## src/rtl/byte_serial_sub_pkg.sv

```systemverilog
// Shared definitions for the byte-serial subtractor: byte width, FSM state
// encoding and the helper that sizes the beat counter.
package sub_pkg;

    localparam int BYTE_W = 8;

    typedef enum logic {
        SUB_IDLE = 1'b0,
        SUB_BUSY = 1'b1
    } sub_state_e;

    // Counter must represent 0..max_bytes inclusive.
    function automatic int cnt_width(input int max_bytes);
        return $clog2(max_bytes + 1);
    endfunction

endpackage

```

## src/rtl/byte_serial_sub_cell.sv

```systemverilog
// One byte of subtraction with borrow: {c,d} = a + ~b + !bi, bo = !c.
module byte_sub_cell
    import sub_pkg::*;
(
    input  logic [BYTE_W-1:0] a,
    input  logic [BYTE_W-1:0] b,
    input  logic              bi,
    output logic [BYTE_W-1:0] d,
    output logic              bo
);

    logic [BYTE_W:0] sum;

    // Subtract as add of the ones' complement; carry-out inverted is the borrow.
    always_comb begin
        sum = {1'b0, a} + {1'b0, ~b} + {{BYTE_W{1'b0}}, ~bi};
        d   = sum[BYTE_W-1:0];
        bo  = ~sum[BYTE_W];
    end

endmodule

```

## src/rtl/byte_serial_sub.sv

```systemverilog
// Byte-serial multi-byte subtractor, LS byte first, registered borrow chain,
// one output register stage with valid/ready on both sides.
// Optional feature: define SUB_OVF_EN to add out_ovf (signed overflow on the
// last beat of a word).
//
// state    | meaning
// SUB_IDLE | no word open; next beat starts a word with bin
// SUB_BUSY | word open; next beat chains the registered borrow
module byte_serial_sub
    import sub_pkg::*;
#(
    parameter int MAX_BYTES = 8
) (
    input  logic              clk,
    input  logic              rst,
    input  logic              in_valid,
    output logic              in_ready,
    input  logic [BYTE_W-1:0] in_a,
    input  logic [BYTE_W-1:0] in_b,
    input  logic              in_first,
    input  logic              in_last,
    input  logic              bin,
    output logic              out_valid,
    input  logic              out_ready,
    output logic [BYTE_W-1:0] out_diff,
    output logic              out_last,
    output logic              out_bout,
    output logic              out_zero,
    output logic              out_err
`ifdef SUB_OVF_EN
    ,
    output logic              out_ovf
`endif
);

    localparam int CNT_W = cnt_width(MAX_BYTES);

    sub_state_e        state_q,     state_d;
    logic [CNT_W-1:0]  cnt_q,       cnt_d;
    logic              borrow_q,    borrow_d;
    logic              acc_q,       acc_d;
    logic              out_valid_q, out_valid_d;
    logic [BYTE_W-1:0] out_diff_q,  out_diff_d;
    logic              out_last_q,  out_last_d;
    logic              out_bout_q,  out_bout_d;
    logic              out_zero_q,  out_zero_d;
    logic              out_err_q,   out_err_d;
`ifdef SUB_OVF_EN
    logic              out_ovf_q,   out_ovf_d;
`endif

    logic              accept;
    logic              start;
    logic              cell_bi;
    logic [BYTE_W-1:0] cell_d;
    logic              cell_bo;
    logic [CNT_W-1:0]  cnt_inc;
    logic              hit_max;
    logic              word_end;
    logic              acc_beat;

    byte_sub_cell u_cell (
        .a  (in_a),
        .b  (in_b),
        .bi (cell_bi),
        .d  (cell_d),
        .bo (cell_bo)
    );

    // Handshake, word start/end detection and next-state for all registers.
    always_comb begin
        in_ready = ~out_valid_q | out_ready;
        accept   = in_valid & in_ready;
        start    = (state_q == SUB_IDLE) | in_first;
        cell_bi  = start ? bin : borrow_q;
        cnt_inc  = start ? CNT_W'(1) : cnt_q + CNT_W'(1);
        hit_max  = (cnt_inc == CNT_W'(MAX_BYTES));
        word_end = in_last | hit_max;
        acc_beat = (start | acc_q) & (cell_d == '0);

        state_d     = state_q;
        cnt_d       = cnt_q;
        borrow_d    = borrow_q;
        acc_d       = acc_q;
        out_valid_d = out_valid_q;
        out_diff_d  = out_diff_q;
        out_last_d  = out_last_q;
        out_bout_d  = out_bout_q;
        out_zero_d  = out_zero_q;
        out_err_d   = out_err_q;
`ifdef SUB_OVF_EN
        out_ovf_d   = out_ovf_q;
`endif

        if (accept) begin
            state_d     = word_end ? SUB_IDLE : SUB_BUSY;
            cnt_d       = word_end ? '0 : cnt_inc;
            borrow_d    = word_end ? 1'b0 : cell_bo;
            acc_d       = word_end ? 1'b1 : acc_beat;
            out_valid_d = 1'b1;
            out_diff_d  = cell_d;
            out_last_d  = word_end;
            out_bout_d  = word_end & cell_bo;
            out_zero_d  = word_end & acc_beat;
            // Missing in_first when idle, restart while busy, or forced end.
            out_err_d   = ((state_q == SUB_IDLE) & ~in_first)
                        | ((state_q == SUB_BUSY) & in_first)
                        | (hit_max & ~in_last);
`ifdef SUB_OVF_EN
            out_ovf_d   = word_end & (in_a[BYTE_W-1] ^ in_b[BYTE_W-1])
                                   & (in_a[BYTE_W-1] ^ cell_d[BYTE_W-1]);
`endif
        end else if (out_ready) begin
            out_valid_d = 1'b0;
        end
    end

    // State, chain and output registers with synchronous reset.
    always_ff @(posedge clk) begin
        if (rst) begin
            state_q     <= SUB_IDLE;
            cnt_q       <= '0;
            borrow_q    <= 1'b0;
            acc_q       <= 1'b1;
            out_valid_q <= 1'b0;
            out_diff_q  <= '0;
            out_last_q  <= 1'b0;
            out_bout_q  <= 1'b0;
            out_zero_q  <= 1'b0;
            out_err_q   <= 1'b0;
`ifdef SUB_OVF_EN
            out_ovf_q   <= 1'b0;
`endif
        end else begin
            state_q     <= state_d;
            cnt_q       <= cnt_d;
            borrow_q    <= borrow_d;
            acc_q       <= acc_d;
            out_valid_q <= out_valid_d;
            out_diff_q  <= out_diff_d;
            out_last_q  <= out_last_d;
            out_bout_q  <= out_bout_d;
            out_zero_q  <= out_zero_d;
            out_err_q   <= out_err_d;
`ifdef SUB_OVF_EN
            out_ovf_q   <= out_ovf_d;
`endif
        end
    end

    // Drive ports straight from the output register.
    always_comb begin
        out_valid = out_valid_q;
        out_diff  = out_diff_q;
        out_last  = out_last_q;
        out_bout  = out_bout_q;
        out_zero  = out_zero_q;
        out_err   = out_err_q;
`ifdef SUB_OVF_EN
        out_ovf   = out_ovf_q;
`endif
    end

endmodule

```

## config.mk

```make
export PLATFORM = sky130hd
export DESIGN_NAME = byte_serial_sub
export DESIGN_NICKNAME = d
export VERILOG_FILES = /design/src/rtl/byte_serial_sub_pkg.sv /design/src/rtl/byte_serial_sub_cell.sv /design/src/rtl/byte_serial_sub.sv
export SDC_FILE = /design/constraint.sdc
export NUM_CORES = 1
export LEC_CHECK = 0
export CAP_MARGIN = 20
export CORE_ASPECT_RATIO = 1.1
export CORE_MARGIN = 5
export CORE_UTILIZATION = 47
export CTS_CLUSTER_SIZE = 12
export DETAILED_ROUTE_END_ITERATION = 16
export GPL_TIMING_DRIVEN = 0
export PLACE_DENSITY = 0.81
export SLEW_MARGIN = 20
export SYNTH_ARGS = -nofsm -noshare
export SYNTH_HDL_FRONTEND = slang
export SYNTH_SLANG_ARGS = --single-unit
```

## constraint.sdc

```tcl
create_clock -name clk -period 3.2 [get_ports clk]
set_input_delay 0.32 -clock clk [delete_from_list [all_inputs] [get_ports clk]]
set_output_delay 0.32 -clock clk [all_outputs]
set_load 0.01 [all_outputs]
```

# Word-level counts from Yosys, hierarchy flattened
# Index checks and enable logic that the tools add are counted.
# totals
inputBits	23
latchBits	0
output_inout_bits	14
elab_cells	44
rom_bits	0
reg_bits	20
ram_bits	0
mem_count	0
# op_classes
shifts	0
n_addsub	3
multipliers	0
order_cmp	0
eq_ne	1
bitwise	20
n_mux	8
reduce_logical	2
div_mod_pow	0
# op_table
cell	count
8-bit by 8-bit adder with 9-bit output	1
9-bit by 1-bit adder with 9-bit output	1
8-bit logical NOT	1
4-bit two-way mux	2
8-bit NOT	1
1-bit AND	7
1-bit two-way mux	6
1-bit NOT	6
1-bit OR	6
4-bit by 1-bit adder with 4-bit output, second input constant	1
4-bit == test, second input constant	1
2-bit nonzero test	1

# Longest topological paths before layout
# Gate-level depths: netlist (run 1).
# logic_depth
depth_word	8
ltp_mapped	10
depth_no_buf	10

# Modules after synthesis
# Synthesis (run 1) repeated with hierarchy kept, for this count alone.
# hier_totals
hier_cells	146
area_unflattened_um2	1211.2
# modules_own_cells
mod	area_each_um2	cells_per_inst	instances	seq_area_each_um2
byte_serial_sub	882.1	103	1	400.4
byte_sub_cell	329.1	43	1	0.0

# Worst setup path before layout (run 1)
# Ideal clock, no wire load.
# synth_timing
path_kind	in2reg
from	input port in_first
to	register acc_q
slack_ns	0.511
t_required_ns	3.069
arrival_time_ns	2.558
stages	10
setup_time_ns	0.131
n_path_buf	0
cell_sequence	inv_1 > ha_1 > mux2i_1 > fa_1 > fa_1 > a211oi_1 > o21a_1 > o211ai_1 > a2111oi_2 > a211oi_1
# synth_via
elab_chain_len	7
word_cells_on_any_way	11
cone_classes	add/sub (1); eq/ne (1); mux (3); bitwise (5); reduce/logical (1)
# synth_lines
item	line	rtl
from (decl)	byte_serial_sub.sv:20	input logic in_first,
1-bit OR *	byte_serial_sub.sv:74	start = (state_q == SUB_IDLE) | in_first;
1-bit two-way mux	byte_serial_sub.sv:75	cell_bi = start ? bin : borrow_q;
1-bit NOT	byte_serial_sub_cell.sv:16	sum = {1'b0, a} + {1'b0, ~b} + {{BYTE_W{1'b0}}, ~bi};
9-bit by 1-bit adder with 9-bit output	byte_serial_sub_cell.sv:16	
8-bit logical NOT	byte_serial_sub.sv:79	acc_beat = (start | acc_q) & (cell_d == '0);
1-bit AND	byte_serial_sub.sv:79	
1-bit two-way mux *	byte_serial_sub.sv:99	acc_d = word_end ? 1'b1 : acc_beat;
to (signal assigned)	byte_serial_sub.sv:124	acc_q <= 1'b1;
to (signal assigned)	byte_serial_sub.sv:138	acc_q <= acc_d;
to (decl)	byte_serial_sub.sv:41	logic acc_q, acc_d;
# Mark *: on every way between the ends. The rest lies on a longest branch, timed or not.
# A chain may end at the register's enable or synchronous reset.

# Final worst setup path (run 1)
# Same ends and word-level chain as after synthesis.

==> metrics.txt, run 1 <==
result of the run=finished clean; total global routing overflow=0; Worst EP required=approximately 3.4 ns; Slew Viols, Final=0; Gate Count Post-Synth=~160; critical path class=in -> reg; site row count=20; CTS sink cnt=20; RSZ-0062 raised after global routing=false; core footprint=between 2000 and 3000 µm²; Synthesized Nets=192; via/cell ratio=5.57; initial antenna violation count=0; H-tree levels=1; layout cells sized above 1=0.0561; Critical Path Source Type=input port; Initial DRT Pass Iterations=4; P_leak=about 0.67 nW; Layout Skew=~0.0048 ns; Worst-Margin Slew=between 0.4 and 0.5 ns; worst r2r dst=acc_q; Routed WL=around 3200 µm; maxcap violations=0; main flop type after synthesis=dfxtp_1; largest fanout on the critical path=7; vias=between 1000 and 1500; first-pass GRT wire length=5420 µm; Clock Tree Buf Depth=2; Layout area overhead=32.0%; crit path launch=in_first; r2r startpoint=state_q; Hold WS=roughly 0.47 ns; pin count of the biggest net entering global routing=11; hpwl dp=approximately 2600 µm; GP Congestion=between 0.8 and 0.9; async set-reset flop share out of synthesis=0; overall global routing resource usage=0.178; reg-to-reg slack, setup=roughly 0.32 ns; TritonCTS buffer count=3; ANT nets after route=0; die width=between 60 and 70 µm; Placement Setup Slack=-0.300 ns; CTS resizes=0; Worst slew margin=0.690; number of global-route vias before repair=between 1000 and 1500; setup TNS=0 ns; Worst Setup End Kind=register; Initial Utilization=0.480; clock latency on the worst-skew pair=roughly 0.31 ns; peak supply drop=0.212 mV; drt wl/cell=between 10 and 15 µm; Die ar.=3940 µm²; final worst slack=approximately 0.15 ns; Mean Syn Cell Area=8.28 µm²; number of diodes=0; final period utilization=0.952; starting DRC count in detailed routing=between 40 and 50; R2R depth=9; port bufs=35; Boundary Pins=37; Yosys cell types=42; setup repair bufs after CTS=0; yosys warns=0; sequential area share after synthesis=0.306; Final Setup Violations=0; DRC=0; post-layout power=between 600 and 700 µW; f_max=between 0.3 and 0.4 GHz; arrival time at the worst endpoint=roughly 3.2 ns; CTS tree=done; Die H=65.3 µm; HP Class=reg -> reg; FF+latch count, synth=20; utilization after layout=0.633; EDFF count, synth=0; CTS root buf=clkbuf_4; hold buffer count at cts=0; Filler cells=246; Net count, final=232; Power Density=roughly 350 nW/µm²; Critical Path End=acc_q; Final Hold Vio Count=0; fin crit period=between 3 and 4 ns; Worst-path clk slew=approximately 0.11 ns; Mapped Area=1310 µm²
per-layer routing:
| layer | vias up | routed length, µm | global-route usage | share of wire |
|---|---|---|---|---|
| met2 | 40 | 1650 | 0.331 | 0.52 |
| met3 | 7 | 180 | 0.0255 | 0.056 |
| li1 | 635 | - | - | - |
| met4 | 0 | 68 | 0.0803 | 0.021 |
| met1 | 593 | 1290 | 0.190 | 0.40 |
| met5 | - | 0 | 0 | 0 |
flip-flops by register name, summed over array words and instances (netlist names):
register,count
out_err,1
borrow_q,1
out_last,1
cnt_q,4
state_q,1
out_valid,1
out_diff,8
acc_q,1
out_zero,1
out_bout,1
critical path: stages:
cell and delay (ns):
clkdlybuf4s50_1 0.46, inv_1 0.05, ha_1 0.29, mux2i_1 0.18, fa_1 0.43, fa_1 0.44
a211oi_2 0.28, o21a_1 0.19, o211ai_1 0.17, a2111oi_2 0.35, a211oi_1 0.10
kinds of logic (layout without fill, tap and decap cells):
family / after synthesis / in the layout / synth area share
AO/OA/AOI/OAI: 42 / 42 / 0.255
flip-flops: 20 / 20 / 0.306
adder cells (fa/ha/maj): 11 / 11 / 0.117
XOR/XNOR: 3 / 3 / 0.0201
AND/OR/NAND/NOR: 61 / 61 / 0.231
multiplexers: 2 / 2 / 0.0163
buffers and inverters: 19 / 57 / 0.0545
worst min path at each step:
stage	cells after the start	start	end
global route	2	out_zero	out_zero
detailed placement	2	out_diff[0]	out_diff[0]
finish	2	out_diff[0]	out_diff[0]
floorplan	2	cnt_q[1]	cnt_q[1]
CTS	2	out_diff[0]	out_diff[0]
global placement	2	out_diff[1]	out_diff[1]
cell usage after synthesis (all sizes together) (3+ instances only):
cell type / count / area (µm²)
ha: 9 / 113
nor2b: 5 / 31.3
a211oi: 5 / 37.5
nor2: 15 / 56.3
a211o: 3 / 35.0
nor3: 8 / 40.0
nand2b: 4 / 25.0
nand3: 4 / 20.0
nand2: 14 / 52.6
clkbuf: 7 / 26.3
dfxtp: 20 / 400
o21ai: 8 / 40.0
o21a: 3 / 22.5
inv: 12 / 45.0
a21oi: 9 / 45.0
metrics by stage:
stage                     cell area [µm²]  cells
after floorplan                      1310    158
after global placement               1700    226
after detailed placement             1700    226
after CTS                            1720    229
after global routing                 1730    229
final                                1730    229
cell type report:
class	instances	area (µm²)	share of cell area
multi-input combinational	119	842	0.487
sequential	20	400	0.232
timing repair buffer	35	350	0.203
inverter	12	45.0	0.0261
tap	33	41.3	0.0239
buffer	7	26.3	0.0152
clock buffer	3	22.5	0.0130
cells in the final DEF (no fill, tap or decap), drive strengths merged, types with 5 or more instances in the layout:
master	count
clkbuf	10
clkdlybuf4s50	35
a21oi	9
nand2	14
o21ai	8
ha	9
nor2	15
a211oi	5
nor3	8
nor2b	5
inv	12
dfxtp	20
where the power goes:
| part | switching (mW) | internal (mW) | leakage (nW) |
|---|---|---|---|
| sequential | 0.00899 | 0.266 | 0.164 |
| clock | 0.0791 | 0.0441 | 0.0138 |
| combinational | 0.105 | 0.108 | 0.492 |
(Power assumes the default switching activity.)
==> inputs of run 2 (changes only) <==
--- a/config.mk
+++ b/config.mk
@@ -11,8 +11,7 @@
 export CORE_UTILIZATION = 47
 export CTS_CLUSTER_SIZE = 12
 export DETAILED_ROUTE_END_ITERATION = 16
-export GPL_TIMING_DRIVEN = 0
-export PLACE_DENSITY = 0.81
+export PLACE_DENSITY = 0.79
 export SLEW_MARGIN = 20
 export SYNTH_ARGS = -nofsm -noshare
 export SYNTH_HDL_FRONTEND = slang
==> run 2 against run 1 <==
Compared with the run above: sequential power hardly changed; final area hardly changed; first-iteration DRC count is 18% higher; clock power hardly changed; worst hold slack better by 0.0026 ns; cell count is 1.3% lower; setup slack better by 0.11 ns; critical endpoint is now borrow_q; sequential share of layout area hardly changed; clock skew is 0.0039 ns lower.
==> metrics.txt, run 2 (same netlist as run 1, synthesis figures left out) <==
Final Hold Vio Count=0 (unchanged); Worst EP required=3.41 ns (was 3.40 ns); P_leak=0.680 nW (was 0.670 nW); Worst slew margin=0.419 (was 0.690); hold buffer count at cts=0 (unchanged); fin crit period=2.94 ns (was 3.05 ns); Hold Path Depth=2 (unchanged); design area=1730 µm² (about the same); arrival time at the worst endpoint=3.15 ns (was 3.24 ns); number of global-route vias before repair=1267 (was 1332); CTS tree=done (unchanged); starting DRC count in detailed routing=52 (was 44); Initial DRT Pass Iterations=4 (unchanged); die width=60.3 µm (unchanged); Worst Setup End Kind=register (unchanged); Post-Layout Cell Count=226 (was 229); Hold WS=0.468 ns (was 0.465 ns); f_max=0.341 GHz (was 0.328 GHz); setup TNS=0 ns (unchanged); Layout area overhead=32.1% (was 32.0%); Critical Path Source Type=input port (unchanged); GP Congestion=0.831 (was 0.886); reg-to-reg slack, setup=0.46 ns (was 0.32 ns); critical path class=in -> reg (unchanged); Final Setup Violations=0 (unchanged); number of flip-flops in the largest register=8 (unchanged); Die ar.=3940 µm² (unchanged); Initial Utilization=0.480 (unchanged); hpwl dp=2450 µm (was 2580 µm); largest fanout on the critical path=3 (was 7); core footprint=2730 µm² (unchanged); commonest non-fill, non-tap cell in the layout=clkdlybuf4s50_1 (unchanged); CTS root buf=clkbuf_4 (unchanged); TritonCTS buffer count=3 (unchanged); CTS resizes=0 (unchanged); initial antenna violation count=0 (unchanged); Slew Viols, Final=0 (unchanged); maxcap violations=0 (unchanged); HP Class=reg -> reg (unchanged); number of diodes=0 (unchanged); clock latency on the worst-skew pair=0.30 ns (was 0.31 ns); pin count of the biggest net entering global routing=26 (was 11); first-pass GRT wire length=5330 µm (was 5420 µm); setup repair bufs after CTS=0 (unchanged); Layout Skew=0.000948 ns (was 0.00481 ns); site row count=20 (unchanged); placed cells=223 (was 226); DRC=0 (unchanged); dpl cell area=1710 µm² (was 1700 µm²); register area=400 µm² (unchanged); total global routing overflow=0 (unchanged); Routed WL=3120 µm (was 3190 µm); Filler cells=251 (was 246); Power Density=352 nW/µm² (was 353 nW/µm²); layout cells sized above 1=0.0674 (was 0.0561); Net count, final=229 (was 232); RSZ-0062 raised after global routing=false (unchanged); Die H=65.3 µm (unchanged); area occupied by multi-input gates=837 µm² (was 842 µm²); H-tree levels=1 (unchanged); final period utilization=0.917 (was 0.952); result of the run=finished clean (unchanged); Worst-path clk slew=0.11 ns (about the same); overall global routing resource usage=0.170 (was 0.178); CTS sink cnt=20 (unchanged); port bufs=36 (was 35); ANT nets after route=0 (unchanged); vias=1271 (was 1275); most frequent cells in the layout=clkdlybuf4s50_1 (36), dfxtp_1 (20), nor2_1 (15) (was clkdlybuf4s50_1 (35), dfxtp_1 (20), nor2_1 (15)); Clock Tree Buf Depth=2 (unchanged); Boundary Pins=37 (unchanged); peak supply drop=0.174 mV (was 0.212 mV); Worst-Margin Slew=0.869 ns (was 0.465 ns); via/cell ratio=5.62 (was 5.57); R2R depth=9 (unchanged); drt wl/cell=13.8 µm (was 13.9 µm)
-- run 2: final cells by class --
class	instances	area share
clock buffers	3	0.0130
flip-flops and latches	20	0.232
multi-input cells	119	0.484
inverters	12	0.0260
repair buffers	39	0.221
well taps	33	0.0239
-- run 2: path summary, 6_finish.rpt --
kind,endpoint,from
worst max-delay path,borrow_q,in_first
worst min-delay path,out_diff[1],out_diff[1]
worst max register to register,borrow_q,state_q
worst min register to register,out_diff[1],out_diff[1]
-- run 2: power by group --
part / internal [mW] / switching (mW) / leakage [nW]
clock network: 0.0439 / 0.0761 / 0.0138
logic: 0.110 / 0.103 / 0.501
registers: 0.266 / 0.00923 / 0.164
total: 0.421 / 0.188 / 0.680
-- run 2: per-layer routing --
layer / GRT usage / vias to the layer above / part of all wire
li1: - / 635 / -
met1: 0.196 / 590 / 0.41
met2: 0.304 / 39 / 0.51
met3: 0.0157 / 7 / 0.051
met4: 0.0859 / 0 / 0.026
met5: 0 / - / 0
-- run 2: critical path, stage by stage --
cell             delay [ns]
clkdlybuf4s50_1        0.46
inv_1                  0.04
ha_1                   0.22
mux2i_1                0.14
fa_1                   0.40
fa_1                   0.41
a211oi_1               0.35
o21a_1                 0.22
o21bai_1               0.08
a211o_1                0.31
o31ai_1                0.20
-- run 2: stage by stage --
| step | power (mW) | setup WS [ns] | utilization |
|---|---|---|---|
| finish | 0.609 | 0.264 | 0.634 |
| global route | 0.640 | 0.0658 | 0.634 |
| CTS | 0.610 | 0.253 | 0.634 |
| detailed placement | 0.494 | -0.0600 | 0.626 |
| global placement | 0.488 | 0.0401 | 0.626 |
| floorplan | 0.408 | 0.511 | - |
